`config.mk`:
```
export PLATFORM = sky130hd
export DESIGN_NAME = wb_ram_bank_ctrl
export DESIGN_NICKNAME = d
export VERILOG_FILES = /design/src/rtl/wb_ram_pkg.sv /design/src/rtl/wb_ram_bank_ctrl.sv
export SDC_FILE = /design/constraint.sdc
export NUM_CORES = 1
export LEC_CHECK = 0
export CORE_MARGIN = 2
export CORE_UTILIZATION = 33
export DETAILED_ROUTE_END_ITERATION = 6
export PLACE_DENSITY = 0.68
export SLEW_MARGIN = 40
export SYNTH_ARGS = -nofsm -noshare
export SYNTH_HDL_FRONTEND = slang
export SYNTH_SLANG_ARGS = --single-unit
```
`constraint.sdc`:
```
create_clock -name wb_clk_i -period 3.75 [get_ports wb_clk_i]
set_input_delay 0.75 -clock wb_clk_i [delete_from_list [all_inputs] [get_ports wb_clk_i]]
set_output_delay 0.75 -clock wb_clk_i [all_outputs]
set_load 0.05 [all_outputs]
```
`src/rtl/wb_ram_pkg.sv`:
```
// Shared types and constants for the Wishbone RAM bank controller.
// Latency: n/a (declarations only).
// Backpressure: n/a.
package wb_ram_pkg;

    typedef enum logic [2:0] {
        ST_IDLE = 3'd0,
        ST_REQ  = 3'd1,
        ST_WAIT = 3'd2,
        ST_ACK  = 3'd3,
        ST_ERR  = 3'd4
    } wb_ram_state_e;

    // Fixed bank assignment on the core's memory map
    localparam int unsigned DRAM_BANK          = 0;
    localparam int unsigned IRAM_BANK          = 1;
    localparam int unsigned DEF_BANK_SEL_LSB   = 13;
    localparam int unsigned DEF_BANK_SEL_WIDTH = 4;

    // A decoded bank number is mapped only if a physical bank exists for it
    function automatic logic bank_valid(input logic [31:0] bank, input int unsigned num_banks);
        return (bank < num_banks);
    endfunction

endpackage

```
`src/rtl/wb_ram_bank_ctrl.sv`:
```
// Wishbone classic slave fanning one port out to NUM_BANKS single-port sync RAMs.
// Latency: write ack at cycle 2, read ack at 2+RD_LATENCY, error at cycle 1.
// Backpressure: one transfer in flight; master holds stb/cyc until ack/err.
module wb_ram_bank_ctrl
    import wb_ram_pkg::*;
#(
    parameter int unsigned WB_ADDR_WIDTH  = 32,
    parameter int unsigned DATA_WIDTH     = 32,
    parameter int unsigned RAM_ADDR_WIDTH = 11,
    parameter int unsigned NUM_BANKS      = 2,
    parameter int unsigned BANK_SEL_LSB   = DEF_BANK_SEL_LSB,
    parameter int unsigned BANK_SEL_WIDTH = DEF_BANK_SEL_WIDTH,
    parameter int unsigned RD_LATENCY     = 1
) (
    input  logic                            wb_clk_i,
    input  logic                            rst_ni,
    input  logic                            en_i,
    input  logic [WB_ADDR_WIDTH-1:0]        wb_addr_i,
    input  logic [DATA_WIDTH-1:0]           wb_wdata_i,
    input  logic [DATA_WIDTH/8-1:0]         wb_sel_i,
    input  logic                            wb_we_i,
    input  logic                            wb_stb_i,
    input  logic                            wb_cyc_i,
    output logic [DATA_WIDTH-1:0]           wb_rdata_o,
    output logic                            wb_ack_o,
    output logic                            wb_err_o,
    output logic [RAM_ADDR_WIDTH-1:0]       ram_addr_o,
    output logic [DATA_WIDTH-1:0]           ram_wdata_o,
    output logic [DATA_WIDTH/8-1:0]         ram_be_o,
    output logic [NUM_BANKS-1:0]            ram_cs_o,
    output logic [NUM_BANKS-1:0]            ram_we_o,
    input  logic [NUM_BANKS*DATA_WIDTH-1:0] ram_rdata_i
);

    localparam int unsigned BE_W  = DATA_WIDTH / 8;
    localparam int unsigned CNT_W = 2;
    // Counter starts at RD_LATENCY-1 so the last WAIT cycle is the data-valid one
    localparam logic [CNT_W-1:0] CNT_LOAD = CNT_W'(RD_LATENCY - 1);

    wb_ram_state_e               state;
    wb_ram_state_e               next_state;
    logic [RAM_ADDR_WIDTH-1:0]   addr_q;
    logic [DATA_WIDTH-1:0]       wdata_q;
    logic [DATA_WIDTH-1:0]       rdata_q;
    logic [DATA_WIDTH-1:0]       bank_rdata;
    logic [BE_W-1:0]             sel_q;
    logic                        we_q;
    logic [BANK_SEL_WIDTH-1:0]   bank_q;
    logic [BANK_SEL_WIDTH-1:0]   bank_in;
    logic [CNT_W-1:0]            cnt;
    logic                        req;
    logic                        accept;
    logic                        unused_addr;

    assign req         = wb_cyc_i & wb_stb_i;
    assign bank_in     = wb_addr_i[BANK_SEL_LSB +: BANK_SEL_WIDTH];
    assign accept      = en_i & bank_valid(32'(bank_in), NUM_BANKS);
    // Byte-lane bits and upper address bits outside the bank field carry no meaning here
    assign unused_addr = ^wb_addr_i;

    assign ram_addr_o  = addr_q;
    assign ram_wdata_o = wdata_q;
    assign ram_be_o    = sel_q;
    assign wb_rdata_o  = rdata_q;

    // State register
    always_ff @(posedge wb_clk_i or negedge rst_ni) begin
        if (!rst_ni) state <= ST_IDLE;
        else         state <= next_state;
    end

    // Next-state decode; dropping cyc aborts REQ/WAIT, ACK/ERR always complete
    always_comb begin
        next_state = state;
        case (state)
            ST_IDLE: if (req) next_state = accept ? ST_REQ : ST_ERR;
            ST_REQ: begin
                if (!wb_cyc_i)  next_state = ST_IDLE;
                else if (we_q)  next_state = ST_ACK;
                else            next_state = ST_WAIT;
            end
            ST_WAIT: begin
                if (!wb_cyc_i)      next_state = ST_IDLE;
                else if (cnt == '0) next_state = ST_ACK;
            end
            ST_ACK:  next_state = ST_IDLE;
            ST_ERR:  next_state = ST_IDLE;
            default: next_state = ST_IDLE;
        endcase
    end

    // Moore outputs: pulses from ACK/ERR, RAM strobes only during REQ
    always_comb begin
        wb_ack_o = (state == ST_ACK);
        wb_err_o = (state == ST_ERR);
        ram_cs_o = '0;
        ram_we_o = '0;
        if (state == ST_REQ) begin
            for (int i = 0; i < NUM_BANKS; i++) begin
                if (bank_q == BANK_SEL_WIDTH'(i)) begin
                    ram_cs_o[i] = 1'b1;
                    ram_we_o[i] = we_q;
                end
            end
        end
    end

    // Capture the request on acceptance; later input changes are ignored
    always_ff @(posedge wb_clk_i or negedge rst_ni) begin
        if (!rst_ni) begin
            addr_q  <= '0;
            wdata_q <= '0;
            sel_q   <= '0;
            we_q    <= 1'b0;
            bank_q  <= '0;
        end else if (state == ST_IDLE && req && accept) begin
            addr_q  <= wb_addr_i[RAM_ADDR_WIDTH+1:2];
            wdata_q <= wb_wdata_i;
            sel_q   <= wb_sel_i;
            we_q    <= wb_we_i;
            bank_q  <= bank_in;
        end
    end

    // Read-latency down-counter: loaded in REQ, counts through WAIT, cleared on abort
    always_ff @(posedge wb_clk_i or negedge rst_ni) begin
        if (!rst_ni) begin
            cnt <= '0;
        end else begin
            case (state)
                ST_REQ:  cnt <= (wb_cyc_i && !we_q) ? CNT_LOAD : '0;
                ST_WAIT: begin
                    if (!wb_cyc_i)      cnt <= '0;
                    else if (cnt != '0) cnt <= cnt - 1'b1;
                end
                default: cnt <= '0;
            endcase
        end
    end

    // Select the read bus slice of the bank that owns the transfer
    always_comb begin
        bank_rdata = '0;
        for (int i = 0; i < NUM_BANKS; i++) begin
            if (bank_q == BANK_SEL_WIDTH'(i)) bank_rdata = ram_rdata_i[i*DATA_WIDTH +: DATA_WIDTH];
        end
    end

    // Latch read data on the last WAIT cycle; held across errors and writes
    always_ff @(posedge wb_clk_i or negedge rst_ni) begin
        if (!rst_ni)                                             rdata_q <= '0;
        else if (state == ST_WAIT && wb_cyc_i && cnt == '0)      rdata_q <= bank_rdata;
    end

endmodule

```
; Yosys cells after proc, flatten, opt, wreduce, memory -nomap -nowiden
; Index checks and enable logic that the tools add are counted.
[word_totals]
ram_bits = 0
out_inout_bits = 85
mem_count = 0
in_bits = 138
elab_cells = 47
romBits = 0
latchBits = 0
regBits = 89
[classes]
n_div = 0
n_eq_ne = 8
bitwise_logic = 2
n_addsub = 1
n_shift = 0
n_mux = 18
multipliers = 0
n_lt_le_gt_ge = 1
reduce_logical = 9
[ops]
columns = op, count
row1 = two-way mux 32 bit, 2
row2 = two-way mux 2 bit, 6
row3 = two-way mux 3 bit, 4
row4 = one-hot mux 3 bit (3 select lines), 1
row5 = equality test 3 x 2 -> 1 bit (second input constant), 2
row6 = inequality test 3 bit (second input constant), 2
row7 = two-way mux 1 bit, 5
row8 = equality test 4 x 1 -> 1 bit (second input constant), 1
row9 = logical AND 1 bit, 4
row10 = logical NOT 4 bit, 1
row11 = < comparator 4 x 2 -> 1 bit (second input constant), 1
row12 = equality test 3 x 1 -> 1 bit (second input constant), 1
row13 = equality test 3 bit (second input constant), 1
row14 = logical NOT 3 bit, 1
row15 = AND 1 bit, 2
row16 = logical NOT 2 bit, 1
row17 = inequality test 2 bit (second input constant), 1
row18 = AND reduction 2 bit, 1
row19 = nonzero test 2 bit, 1
row20 = subtractor 2 x 1 -> 2 bit (second input constant), 1

; Longest topological paths before layout
; Gate-level depths: netlist of the first run.
[logic_depth]
depth_word = 5
depth_mapped = 5
mapped_depth_nobuf = 5

; Least setup slack after synthesis of the first run
; No wires, ideal clock.
[synth_path]
path_type = register to output
from = reg bank_q[3]
to = out ram_we_o[0]
n_path_buf = 2
path_stages_with_launch = 5
path_slack_ps = 863
arrival_ps = 2137
t_required_ps = 3000
cell_sequence = dfrtp_1 > or3_1 > clkbuf_1 > clkbuf_1 > nor3_1
[synth_between]
elab_chain_len = 3
[synth_rtl]
columns = element, line_no
row1 = from (decl), wb_ram_bank_ctrl.sv:48  ; logic [BANK_SEL_WIDTH-1:0] bank_q;
row2 = from (signal assigned), wb_ram_bank_ctrl.sv:121  ; bank_q <= bank_in;
row3 = logical NOT 4 bit, wb_ram_bank_ctrl.sv:100  ; if (bank_q == BANK_SEL_WIDTH'(i)) begin
row4 = two-way mux 1 bit, wb_ram_bank_ctrl.sv:100
row5 = two-way mux 2 bit, wb_ram_bank_ctrl.sv:98  ; if (state == ST_REQ) begin
row6 = to (decl), wb_ram_bank_ctrl.sv:31  ; output logic [NUM_BANKS-1:0] ram_we_o,
; Every way passes these cells.

; Worst setup path in the final report of the first run
[layout_path]
from = reg state[1]
to = out ram_we_o[0]
[layout_between]
elab_chain_len = 2
[layout_rtl]
columns = element, line_no
row1 = from (decl), wb_ram_bank_ctrl.sv:40  ; wb_ram_state_e state;
row2 = from (signal assigned), wb_ram_bank_ctrl.sv:69  ; else state <= next_state;
row3 = equality test 3 x 1 -> 1 bit, wb_ram_bank_ctrl.sv:98
row4 = two-way mux 2 bit, wb_ram_bank_ctrl.sv:98
; Every way passes these cells.

==> impl_metrics.prom, run 1 <==
# TYPE chip_impl_metric gauge
chip_impl_metric{name="yosysSeqAreaShare",unit="%"} 53.3
chip_impl_metric{name="core",unit="mm2"} 0.0125
chip_impl_metric{name="post_dr_vias_cell",unit=""} 4.34
chip_impl_metric{name="final_ws_setup",unit="ns"} 0.480
chip_impl_metric{name="fillerInstances",unit=""} 1096
chip_impl_metric{name="drt-initial-drc-count",unit=""} 86
chip_impl_metric{name="synth.avg_cell_area",unit="um2"} 14.4
chip_impl_metric{name="final_ant_viol_nets",unit=""} 0
chip_impl_info{name="layout_commonest_cell",value="clkdlybuf4s50_1"} 1
chip_impl_info{name="crit_path_top_delay_cell",value="clkdlybuf4s50_1"} 1
chip_impl_metric{name="final_wtd_congestion",unit=""} 0.719
chip_impl_metric{name="critical_path_required",unit="ns"} 3.00
chip_impl_metric{name="timing.hold.ws",unit="ns"} 0.386
chip_impl_metric{name="number_of_global_route_vias_before_repair",unit=""} 2995
chip_impl_metric{name="final_slew_violations",unit=""} 0
chip_impl_metric{name="route.detailed.drc",unit=""} 0
chip_impl_metric{name="ys_ff_latch",unit=""} 89
chip_impl_metric{name="yosys_warnings",unit=""} 0
chip_impl_metric{name="pwr-share-comb",unit="%"} 41.8
chip_impl_info{name="status",value="finished clean"} 1
chip_impl_metric{name="power.static_leakage",unit="nW"} 3.03
chip_impl_metric{name="worstPathArrival",unit="ns"} 2.52
chip_impl_metric{name="final_hold_viol_count",unit=""} 0
chip_impl_metric{name="area_growth_syn_to_layout",unit="%"} 59.0
chip_impl_metric{name="clock-skew-final",unit="ns"} 0.00652
chip_impl_metric{name="synth.cell_area",unit="mm2"} 0.00418
chip_impl_metric{name="share_seq_of_total_power",unit="%"} 35.0
chip_impl_metric{name="final_core_util",unit="%"} 53.3
chip_impl_metric{name="cts_repair_resize_count",unit=""} 0
chip_impl_metric{name="post_synth_num_cell_types",unit=""} 30
chip_impl_metric{name="overflow",unit=""} 0
chip_impl_metric{name="start_util",unit="%"} 33.5
chip_impl_info{name="cts_tree",value="yes"} 1
chip_impl_metric{name="fin_crit_sh",unit="%"} 87.2
chip_impl_metric{name="grt_antenna_before_repair",unit=""} 0
chip_impl_metric{name="floorplan.die_area",unit="mm2"} 0.0136
chip_impl_metric{name="clock_sink_count",unit=""} 89
chip_impl_info{name="worst_setup_path_start_kind",value="flip-flop"} 1
chip_impl_metric{name="net_count_of_the_mapped_netlist",unit=""} 429
chip_impl_metric{name="cts.repair_timing.setup_buffer_count",unit=""} 0
chip_impl_metric{name="worst_setup_hold_path_clk_slew",unit="ns"} 0.06
chip_impl_info{name="cell_chain_critical_path",value="nor3b_1 > nand2_1 > nor3_1 > clkdlybuf4s50_1"} 1
chip_impl_metric{name="final-instance-count-excl-fill",unit=""} 671
chip_impl_metric{name="number_of_cells_produced_by_synthesis",unit=""} 290
chip_impl_metric{name="post_cts_hold_buffer_count",unit=""} 0
chip_impl_metric{name="hpwlAfterDp",unit="um"} 7410
chip_impl_info{name="crit_type",value="flip-flop to primary output"} 1
chip_impl_metric{name="buffer_ports.inserted",unit=""} 205
chip_impl_metric{name="cts-root-to-sink-buffers",unit=""} 2
chip_impl_info{name="yosys.area.top_type",value="dfrtp_1"} 1
chip_impl_info{name="grt_setup_unrepaired",value="no"} 1
chip_impl_metric{name="placedCellCount",unit=""} 655
chip_impl_metric{name="critical_path_buf_inv_count",unit=""} 1
chip_impl_metric{name="die-height",unit="um"} 116
chip_impl_info{name="critical_path.endpoint_type",value="primary output"} 1
chip_impl_metric{name="grtUsageTotal",unit="%"} 13.9
chip_impl_metric{name="ios",unit=""} 223
chip_impl_metric{name="yosys.area.top_type_share",unit="%"} 53.3
chip_impl_metric{name="clock_latency_reported_for_the_late_side_of_the_worst_skew_pair",unit="ns"} 0.33
chip_impl_metric{name="achievable-frequency",unit="MHz"} 306
chip_impl_metric{name="slew_at_the_pin_with_the_worst_max_slew_slack",unit="ns"} 0.557
chip_impl_metric{name="layout.nets",unit=""} 633
chip_impl_metric{name="layout_min_cycle_time",unit="ns"} 3.27
chip_impl_metric{name="powerDensity",unit="mW/mm2"} 529
chip_impl_metric{name="fp-row-count",unit=""} 41
chip_impl_metric{name="wire_length_of_the_first_global_routing_pass",unit="um"} 14600
chip_impl_metric{name="grt_start_max_net_pins",unit=""} 60
chip_impl_metric{name="detailedRoute.firstPassIterationCount",unit=""} 4
chip_impl_metric{name="drv.max_cap_violation_count",unit=""} 0
chip_impl_metric{name="fp.dieW",unit="um"} 116
chip_impl_metric{name="vias",unit=""} 2913
chip_impl_metric{name="power.net_switching",unit="mW"} 1.29
chip_impl_metric{name="antenna_cells_inserted",unit=""} 0
chip_impl_metric{name="preCtsSetupSlack",unit="ns"} 0.783
chip_impl_info{name="cpLargestDelayFamily",value="buffers and inverters"} 1
chip_impl_metric{name="cell_internal_pwr",unit="mW"} 2.22
chip_impl_info{name="worst_hold_path_type",value="input port to asynchronous set/reset pin"} 1
chip_impl_metric{name="setup_viol",unit=""} 0
chip_impl_metric{name="power_frac_clock",unit="%"} 23.1
chip_impl_metric{name="cts_made_buffers",unit=""} 9
chip_impl_metric{name="worst_path_largest_cell_delay",unit="ns"} 0.86
chip_impl_metric{name="slew_headroom",unit="%"} 62.8
chip_impl_metric{name="cts_max_level",unit=""} 3
chip_impl_metric{name="finalWirelength",unit="um"} 9680
chip_impl_metric{name="timing.setup.tns",unit="ns"} 0
chip_impl_metric{name="vdd_drop_max",unit="mV"} 0.255
chip_impl_metric{name="crit_path_max_fanout",unit=""} 9
chip_impl_metric{name="drive_gt1_share",unit="%"} 21.0
chip_impl_metric{name="routedWlPerCell",unit="um"} 14.4
chip_impl_info{name="post_synth_main_area_contributors",value="dfrtp_1, mux2_4, mux2_2"} 1
chip_impl_info{name="layout_common_cells",value="clkdlybuf4s50_1, dfrtp_1, mux2_4"} 1
chip_impl_info{name="ctsRootBufferMaster",value="clkbuf_16"} 1
chip_impl_metric{name="switching_fraction_of_total_power",unit="%"} 36.7
## stage by stage
stage,power [mW],instance area [um2]
6_report,3.51,6640
5_1_grt,3.68,6640
4_1_cts,3.57,6640
3_5_place_dp,2.73,6360
3_3_place_gp,2.71,6360
2_1_floorplan,2.17,4180
## kinds of logic (layout without fill, tap and decap cells)
kind of cell    after synthesis  after routing  synth area share, %
mux                         113            113                 33.7
flops                        89             89                 53.3
simple gates                 60             60                 7.97
buf+inv                      20            229                 3.39
compound gates                5              5                0.839
xor+xnor                      2              2                0.420
fa+ha+maj                     1              1                0.300
## synth_stat cells
| master | instances |
|---|---|
| a2bb2oi_1 | 1 |
| and2b_2 | 1 |
| nor2_1 | 37 |
| nand2b_1 | 1 |
| dfrtp_1 | 89 |
| mux2i_1 | 32 |
| mux2_4 | 47 |
| inv_1 | 3 |
| a32oi_1 | 1 |
| and2_1 | 4 |
| nor3b_1 | 2 |
| buf_6 | 8 |
| nor4b_4 | 1 |
| and3_1 | 2 |
| nand3_4 | 2 |
| and3b_2 | 1 |
| nor2b_1 | 1 |
| xor2_1 | 1 |
| nor3b_4 | 1 |
| xnor2_1 | 1 |
| mux2_1 | 4 |
| or3_1 | 1 |
| ha_1 | 1 |
| buf_2 | 5 |
| clkbuf_1 | 4 |
| nand2_1 | 3 |
| a21oi_1 | 2 |
| a211oi_1 | 1 |
| mux2_2 | 30 |
| nor3_1 | 3 |
## sequential cells by signal, indices dropped and copies added (netlist names)
signal,count
wb_rdata_o,32
cnt,2
ram_addr_o,11
bank_q,4
ram_be_o,4
we_q,1
ram_wdata_o,32
state,3
## final cells by class
| type | instances | area (um2) | area share (%) |
|---|---|---|---|
| clock buffer | 11 | 243 | 3.66 |
| clock inverter | 5 | 31.3 | 0.471 |
| inverter | 3 | 11.3 | 0.170 |
| multi-input combinational | 181 | 1810 | 27.2 |
| sequential | 89 | 2230 | 33.6 |
| tap | 172 | 215 | 3.24 |
| timing repair buffer | 210 | 2100 | 31.7 |
## metal layers
layer  vias to the layer above  GRT usage [%]  routed length (um)
li1                       1412              -                   -
met5                         -              0                   0
met4                         0           6.03                 204
met1                      1369           16.8                3930
met3                        15           3.63                 782
met2                       117           23.4                4770
## power groups by stage
| stage | combinational [mW] | clock [mW] | sequential [mW] |
|---|---|---|---|
| floorplan | 0.322 | 0 | 1.84 |
| global placement | 1.47 | 0 | 1.24 |
| detailed placement | 1.48 | 0 | 1.25 |
| CTS | 1.49 | 0.847 | 1.23 |
| global route | 1.53 | 0.892 | 1.26 |
| finish | 1.47 | 0.813 | 1.23 |
## path summary, 6_finish.rpt
path | from | end | slack [ns] | cells after the start
hold reg to reg | wb_rdata_o[1]$_DFFE_PN0P_ | wb_rdata_o[1]$_DFFE_PN0P_ | 0.50 | 1
max in group asynchronous | rst_ni | wb_rdata_o[24]$_DFFE_PN0P_ | 2.74 | 2
setup reg to reg | state[0]$_DFFE_PN0P_ | we_q$_DFFE_PN0P_ | 1.68 | 4
hold / removal | rst_ni | ram_wdata_o[6]$_DFFE_PN0P_ | 0.39 | 1
min in group wb_clk_i | wb_rdata_o[1]$_DFFE_PN0P_ | wb_rdata_o[1]$_DFFE_PN0P_ | 0.50 | 1
setup / recovery | state[1]$_DFFE_PN0P_ | ram_we_o[0] | 0.48 | 4
No activity file was read; power rests on OpenSTA's default activity.
==> inputs of run 2 (changes only) <==
==> constraint.sdc (replaced) <==
create_clock -name wb_clk_i -period 3.14 [get_ports wb_clk_i]
set_input_delay 0.628 -clock wb_clk_i [delete_from_list [all_inputs] [get_ports wb_clk_i]]
set_output_delay 0.628 -clock wb_clk_i [all_outputs]
set_load 0.05 [all_outputs]
==> impl_metrics.prom, run 2 (synthesized netlist as in run 1, its figures left out) <==
# TYPE chip_impl_metric gauge
chip_impl_info{name="worst_hold_path_type",value="input port to asynchronous set/reset pin"} 1
chip_impl_metric{name="route.detailed.drc",unit=""} 0
chip_impl_info{name="grt_setup_unrepaired",value="no"} 1
chip_impl_metric{name="final_ws_setup",unit="ns"} 0.310
chip_impl_metric{name="switching_fraction_of_total_power",unit="%"} 35.2
chip_impl_metric{name="cts.repair_timing.setup_buffer_count",unit=""} 0
chip_impl_metric{name="setup_viol",unit=""} 0
chip_impl_metric{name="grtUsageTotal",unit="%"} 14.3
chip_impl_metric{name="antenna_cells_inserted",unit=""} 0
chip_impl_metric{name="finalWirelength",unit="um"} 9870
chip_impl_metric{name="cts_made_buffers",unit=""} 9
chip_impl_metric{name="number_of_global_route_vias_before_repair",unit=""} 3029
chip_impl_metric{name="cell_internal_pwr",unit="mW"} 2.82
chip_impl_metric{name="final_hold_viol_count",unit=""} 0
chip_impl_metric{name="post_dr_vias_cell",unit=""} 4.37
chip_impl_metric{name="powerDensity",unit="mW/mm2"} 651
chip_impl_metric{name="drt-initial-drc-count",unit=""} 49
chip_impl_info{name="cts_tree",value="yes"} 1
chip_impl_metric{name="worst_setup_hold_path_clk_slew",unit="ns"} 0.06
chip_impl_metric{name="area_growth_syn_to_layout",unit="%"} 59.9
chip_impl_metric{name="grt_antenna_before_repair",unit=""} 0
chip_impl_metric{name="core",unit="mm2"} 0.0125
chip_impl_metric{name="vias",unit=""} 2939
chip_impl_metric{name="drv.max_cap_violation_count",unit=""} 0
chip_impl_metric{name="overflow",unit=""} 0
chip_impl_info{name="status",value="finished clean"} 1
chip_impl_metric{name="worstPathArrival",unit="ns"} 2.20
chip_impl_metric{name="detailedRoute.firstPassIterationCount",unit=""} 4
chip_impl_metric{name="layout.nets",unit=""} 636
chip_impl_metric{name="cts-root-to-sink-buffers",unit=""} 2
chip_impl_metric{name="slew_at_the_pin_with_the_worst_max_slew_slack",unit="ns"} 0.627
chip_impl_metric{name="floorplan.die_area",unit="mm2"} 0.0136
chip_impl_metric{name="ios",unit=""} 223
chip_impl_metric{name="drive_gt1_share",unit="%"} 21.6
chip_impl_metric{name="pwr-share-comb",unit="%"} 40.5
chip_impl_metric{name="slew_headroom",unit="%"} 58.2
chip_impl_metric{name="share_seq_of_total_power",unit="%"} 33.9
chip_impl_metric{name="start_util",unit="%"} 33.5
chip_impl_metric{name="timing.setup.tns",unit="ns"} 0
chip_impl_info{name="layout_common_cells",value="clkdlybuf4s50_1, dfrtp_1, mux2_4"} 1
chip_impl_metric{name="final_ant_viol_nets",unit=""} 0
chip_impl_info{name="critical_path.endpoint_type",value="primary output"} 1
chip_impl_metric{name="layout_min_cycle_time",unit="ns"} 2.83
chip_impl_metric{name="power_frac_clock",unit="%"} 25.7
chip_impl_metric{name="final_slew_violations",unit=""} 0
chip_impl_info{name="ctsRootBufferMaster",value="clkbuf_16"} 1
chip_impl_metric{name="preCtsSetupSlack",unit="ns"} 0.527
chip_impl_metric{name="clock_latency_reported_for_the_late_side_of_the_worst_skew_pair",unit="ns"} 0.33
chip_impl_metric{name="power.static_leakage",unit="nW"} 3.06
chip_impl_metric{name="power.net_switching",unit="mW"} 1.53
chip_impl_metric{name="fillerInstances",unit=""} 1083
chip_impl_metric{name="clock-skew-final",unit="ns"} 0.00826
chip_impl_metric{name="fp-row-count",unit=""} 41
chip_impl_metric{name="grt_start_max_net_pins",unit=""} 49
chip_impl_metric{name="fin_crit_sh",unit="%"} 90.1
chip_impl_metric{name="critical_path_required",unit="ns"} 2.51
chip_impl_metric{name="buffer_ports.inserted",unit=""} 205
chip_impl_metric{name="post_cts_hold_buffer_count",unit=""} 0
chip_impl_info{name="crit_type",value="flip-flop to primary output"} 1
chip_impl_metric{name="clock_sink_count",unit=""} 89
chip_impl_metric{name="crit_path_max_fanout",unit=""} 9
chip_impl_info{name="worst_setup_path_start_kind",value="flip-flop"} 1
chip_impl_info{name="layout_commonest_cell",value="clkdlybuf4s50_1"} 1
chip_impl_metric{name="cts_max_level",unit=""} 3
chip_impl_metric{name="routedWlPerCell",unit="um"} 14.7
chip_impl_metric{name="achievable-frequency",unit="MHz"} 353
chip_impl_metric{name="die-height",unit="um"} 116
chip_impl_metric{name="hpwlAfterDp",unit="um"} 7480
chip_impl_metric{name="cts_repair_resize_count",unit=""} 0
chip_impl_metric{name="vdd_drop_max",unit="mV"} 0.278
chip_impl_metric{name="final_wtd_congestion",unit=""} 0.741
chip_impl_metric{name="wire_length_of_the_first_global_routing_pass",unit="um"} 15100
chip_impl_metric{name="fp.dieW",unit="um"} 116
==> run 2: final timing paths <==
kind,startpoint,to,slack [ns],cells past startpoint
worst min-delay path,rst_ni,ram_wdata_o[1]$_DFFE_PN0P_,0.30,1
max in group asynchronous,rst_ni,wb_rdata_o[2]$_DFFE_PN0P_,2.05,2
worst max register to register,state[0]$_DFFE_PN0P_,wb_rdata_o[2]$_DFFE_PN0P_,1.28,3
worst min register to register,wb_rdata_o[1]$_DFFE_PN0P_,wb_rdata_o[1]$_DFFE_PN0P_,0.50,1
min in group wb_clk_i,wb_rdata_o[1]$_DFFE_PN0P_,wb_rdata_o[1]$_DFFE_PN0P_,0.50,1
worst max-delay path,state[1]$_DFFE_PN0P_,ram_cs_o[1],0.31,4
==> run 2: power groups by stage <==
| stage | combinational (mW) | sequential, mW | clock (mW) |
|---|---|---|---|
| global placement | 1.76 | 1.48 | 0 |
| detailed placement | 1.77 | 1.49 | 0 |
| global route | 1.83 | 1.50 | 1.21 |
| finish | 1.76 | 1.47 | 1.11 |
| floorplan | 0.384 | 2.20 | 0 |
| CTS | 1.78 | 1.47 | 1.15 |
==> run 2: critical path, stage by stage (launching register included) <==
cell             delay, ns
dfrtp_1               0.50
nor3b_1               0.24
buf_4                 0.16
and3_1                0.14
clkdlybuf4s50_1       0.84
==> run 2: area by class of cell <==
class                           instances  area (um2)  share of cell area [%]
Clock inverter                          3        65.1                   0.974
Timing Repair Buffer                  213        2100                    31.5
Tap cell                              172         215                    3.22
Multi-Input combinational cell        181        1810                    27.1
Sequential cell                        89        2230                    33.4
Clock buffer                           12         246                    3.69
Inverter                                3        11.3                   0.169
==> run 2: metal layers <==
| layer | global-route usage (%) | share of wire, % |
|---|---|---|
| met1 | 17.7 | 42 |
| met2 | 23.5 | 48 |
| met3 | 3.37 | 7.5 |
| met4 | 7.14 | 2.8 |
| met5 | 0 | 0 |
==> run 2: stage by stage <==
| stage | util (%) | hold slack, ns | instances | area (um2) | power, mW |
|---|---|---|---|---|---|
| floorplan | - | 0.332 | 290 | 4180 | 2.59 |
| global route | 53.6 | 0.343 | 673 | 6680 | 4.54 |
| global placement | 51.1 | 0.476 | 658 | 6370 | 3.24 |
| CTS | 53.6 | 0.332 | 673 | 6680 | 4.40 |
| finish | 53.6 | 0.305 | 673 | 6680 | 4.34 |
| detailed placement | 51.1 | 0.480 | 658 | 6370 | 3.26 |
==> inputs of run 3 (changes only) <==
--- a/config.mk
+++ b/config.mk
@@ -6,9 +6,9 @@
 export NUM_CORES = 1
 export LEC_CHECK = 0
 export CORE_MARGIN = 2
-export CORE_UTILIZATION = 33
+export CORE_UTILIZATION = 40
 export DETAILED_ROUTE_END_ITERATION = 6
-export PLACE_DENSITY = 0.68
+export PLACE_DENSITY = 0.81
 export SLEW_MARGIN = 40
 export SYNTH_ARGS = -nofsm -noshare
 export SYNTH_HDL_FRONTEND = slang
==> constraint.sdc (replaced) <==
create_clock -name wb_clk_i -period 3.14 [get_ports wb_clk_i]
set_input_delay 0.628 -clock wb_clk_i [delete_from_list [all_inputs] [get_ports wb_clk_i]]
set_output_delay 0.628 -clock wb_clk_i [all_outputs]
set_load 0.005 [all_outputs]
==> impl_metrics.prom, run 3 (synthesized netlist as in run 1, its figures left out) <==
# TYPE chip_impl_metric gauge
chip_impl_metric{name="clock-skew-final",unit="ns"} 0.00890
chip_impl_metric{name="overflow",unit=""} 0
chip_impl_metric{name="power.static_leakage",unit="nW"} 3.01
chip_impl_info{name="worst_hold_path_type",value="input port to asynchronous set/reset pin"} 1
chip_impl_metric{name="drive_gt1_share",unit="%"} 21.0
chip_impl_metric{name="antenna_cells_inserted",unit=""} 0
chip_impl_metric{name="power.net_switching",unit="mW"} 0.810
chip_impl_info{name="ctsRootBufferMaster",value="clkbuf_8"} 1
chip_impl_metric{name="share_seq_of_total_power",unit="%"} 42.9
chip_impl_metric{name="final_ant_viol_nets",unit=""} 0
chip_impl_metric{name="final_slew_violations",unit=""} 0
chip_impl_metric{name="vias",unit=""} 2978
chip_impl_metric{name="routedWlPerCell",unit="um"} 15.2
chip_impl_metric{name="fp.dieW",unit="um"} 106
chip_impl_info{name="crit_type",value="flip-flop to primary output"} 1
chip_impl_metric{name="slew_at_the_pin_with_the_worst_max_slew_slack",unit="ns"} 0.709
chip_impl_metric{name="grtUsageTotal",unit="%"} 17.3
chip_impl_metric{name="grt_util_met1",unit="%"} 20.2
chip_impl_metric{name="switching_fraction_of_total_power",unit="%"} 23.5
chip_impl_info{name="grt.busiest_layer",value="met2"} 1
chip_impl_metric{name="reg2regPathDepth",unit=""} 3
chip_impl_metric{name="clock_sink_count",unit=""} 89
chip_impl_metric{name="drv.max_cap_violation_count",unit=""} 0
chip_impl_metric{name="detailedRoute.firstPassIterationCount",unit=""} 4
chip_impl_metric{name="cts.repair_timing.setup_buffer_count",unit=""} 0
chip_impl_metric{name="fp-row-count",unit=""} 37
chip_impl_metric{name="pwr-share-comb",unit="%"} 30.0
chip_impl_info{name="cpLargestDelayFamily",value="simple AND/OR/NAND/NOR gates"} 1
chip_impl_metric{name="power.total",unit="mW"} 3.44
chip_impl_metric{name="post_cts_hold_buffer_count",unit=""} 0
chip_impl_metric{name="hpwlAfterDp",unit="um"} 7240
chip_impl_metric{name="grt_start_max_net_pins",unit=""} 56
chip_impl_metric{name="core",unit="mm2"} 0.0102
chip_impl_metric{name="post_dr_vias_cell",unit=""} 4.69
chip_impl_metric{name="grt_use_met3",unit="%"} 5.89
chip_impl_metric{name="cts_made_buffers",unit=""} 9
chip_impl_metric{name="grt_use_met2",unit="%"} 29.3
chip_impl_metric{name="drt-initial-drc-count",unit=""} 71
chip_impl_info{name="status",value="finished clean"} 1
chip_impl_metric{name="critical_path_buf_inv_count",unit=""} 1
chip_impl_metric{name="fin_crit_sh",unit="%"} 90.0
chip_impl_metric{name="cts-root-to-sink-buffers",unit=""} 2
chip_impl_info{name="r2r-end",value="wb_rdata_o[18]$_DFFE_PN0P_"} 1
chip_impl_info{name="layout_common_cells",value="clkdlybuf4s50_1, dfrtp_1, mux2_4"} 1
chip_impl_metric{name="start_util",unit="%"} 40.8
chip_impl_metric{name="clock_latency_reported_for_the_late_side_of_the_worst_skew_pair",unit="ns"} 0.35
chip_impl_metric{name="final_wtd_congestion",unit=""} 0.767
chip_impl_metric{name="cts_max_level",unit=""} 3
chip_impl_metric{name="finalWirelength",unit="um"} 9650
chip_impl_metric{name="cts_repair_resize_count",unit=""} 0
chip_impl_metric{name="final_hold_viol_count",unit=""} 0
chip_impl_metric{name="buffer_ports.inserted",unit=""} 205
chip_impl_metric{name="floorplan.die_area",unit="mm2"} 0.0113
chip_impl_metric{name="worst_path_largest_cell_delay",unit="ns"} 0.56
chip_impl_metric{name="powerDensity",unit="mW/mm2"} 525
chip_impl_metric{name="grt_antenna_before_repair",unit=""} 0
chip_impl_metric{name="slew_headroom",unit="%"} 52.7
chip_impl_info{name="grt_setup_unrepaired",value="no"} 1
chip_impl_metric{name="route.detailed.drc",unit=""} 0
chip_impl_info{name="worst_setup_path_start_kind",value="flip-flop"} 1
chip_impl_metric{name="vdd_drop_max",unit="mV"} 0.307
chip_impl_info{name="cell_chain_critical_path",value="nor3b_1 > nand2_1 > nor3_1 > clkdlybuf4s50_1"} 1
chip_impl_metric{name="die-height",unit="um"} 106
chip_impl_info{name="worstReg2RegStart",value="state[0]$_DFFE_PN0P_"} 1
chip_impl_metric{name="crit_path_max_fanout",unit=""} 9
chip_impl_metric{name="area_growth_syn_to_layout",unit="%"} 57.1
chip_impl_metric{name="achievable-frequency",unit="MHz"} 354
chip_impl_metric{name="timing.setup.tns",unit="ns"} 0
chip_impl_metric{name="setup_viol",unit=""} 0
chip_impl_metric{name="cell_internal_pwr",unit="mW"} 2.63
chip_impl_info{name="crit_path_top_delay_cell",value="clkdlybuf4s50_1"} 1
chip_impl_info{name="layout_commonest_cell",value="clkdlybuf4s50_1"} 1
chip_impl_metric{name="worstPathArrival",unit="ns"} 2.20
chip_impl_metric{name="number_of_global_route_vias_before_repair",unit=""} 3160
chip_impl_info{name="cts_tree",value="yes"} 1
chip_impl_metric{name="worst-r2r-setup-slack",unit="ns"} 1.25
chip_impl_metric{name="wire_length_of_the_first_global_routing_pass",unit="um"} 15400
chip_impl_metric{name="layout_min_cycle_time",unit="ns"} 2.83
chip_impl_metric{name="critical_path_required",unit="ns"} 2.51
chip_impl_metric{name="power_frac_clock",unit="%"} 27.1
chip_impl_metric{name="worst_setup_hold_path_clk_slew",unit="ns"} 0.09
chip_impl_metric{name="ios",unit=""} 223
chip_impl_metric{name="layout.nets",unit=""} 633
chip_impl_info{name="critical_path.endpoint_type",value="primary output"} 1
## run 3: cell count changes in the layout (fill, tap and decap cells not counted), sizes merged
cell | before | now
clkdlybuf4s50 | 202 | 204
clkbuf | 12 | 10
bufinv | 2 | 3
clkinvlp | 0 | 1
inv | 3 | 4
buf | 11 | 6
## run 3: area by class of cell
cell class | instances | area [um2]
Clock buffer | 10 | 128
Clock inverter | 6 | 115
Fill cell | 795 | 3670
Inverter | 3 | 11.3
Multi-Input combinational cell | 181 | 1810
Sequential cell | 89 | 2230
Tap cell | 136 | 170
Timing Repair Buffer | 210 | 2100
## run 3: per-stage QoR
stage | hold slack (ns) | std cells | util [%] | area (um2) | setup slack, ns
after global routing | 0.362 | 635 | 64.1 | 6560 | 0.124
after global placement | 0.473 | 619 | 61.7 | 6320 | 0.606
after CTS | 0.328 | 635 | 64.1 | 6560 | 0.298
after floorplan | 0.332 | 290 | - | 4180 | 1.26
final | 0.313 | 635 | 64.1 | 6560 | 0.313
after detailed placement | 0.486 | 619 | 61.7 | 6320 | 0.521
## run 3: power by group through the flow
stage / combinational [mW] / sequential [mW] / clock [mW]
after detailed placement: 1.05 / 1.49 / 0
after CTS: 1.05 / 1.48 / 0.974
after global routing: 1.10 / 1.50 / 1.02
final: 1.03 / 1.48 / 0.934
after floorplan: 0.380 / 1.50 / 0
after global placement: 1.03 / 1.49 / 0
## run 3: layer usage
| metal | wire (um) | part of all wire (%) |
|---|---|---|
| met1 | 3880 | 40 |
| met3 | 885 | 9.2 |
| met5 | 0 | 0 |
| met2 | 4720 | 49 |
| met4 | 153 | 1.6 |
## run 3: worst max-delay path by stage
| stage | cells after the start | slack [ns] | from | end |
|---|---|---|---|---|
| 2_1_floorplan | 4 | 1.26 | bank_q[3]$_DFFE_PN0P_ | ram_we_o[0] |
| 3_3_place_gp | 4 | 0.61 | wb_cyc_i | wb_rdata_o[1]$_DFFE_PN0P_ |
| 3_5_place_dp | 4 | 0.52 | wb_cyc_i | wb_rdata_o[18]$_DFFE_PN0P_ |
| 4_1_cts | 4 | 0.30 | state[1]$_DFFE_PN0P_ | ram_we_o[1] |
| 5_1_grt | 4 | 0.12 | state[1]$_DFFE_PN0P_ | ram_we_o[1] |
| 6_report | 4 | 0.31 | state[1]$_DFFE_PN0P_ | ram_we_o[1] |
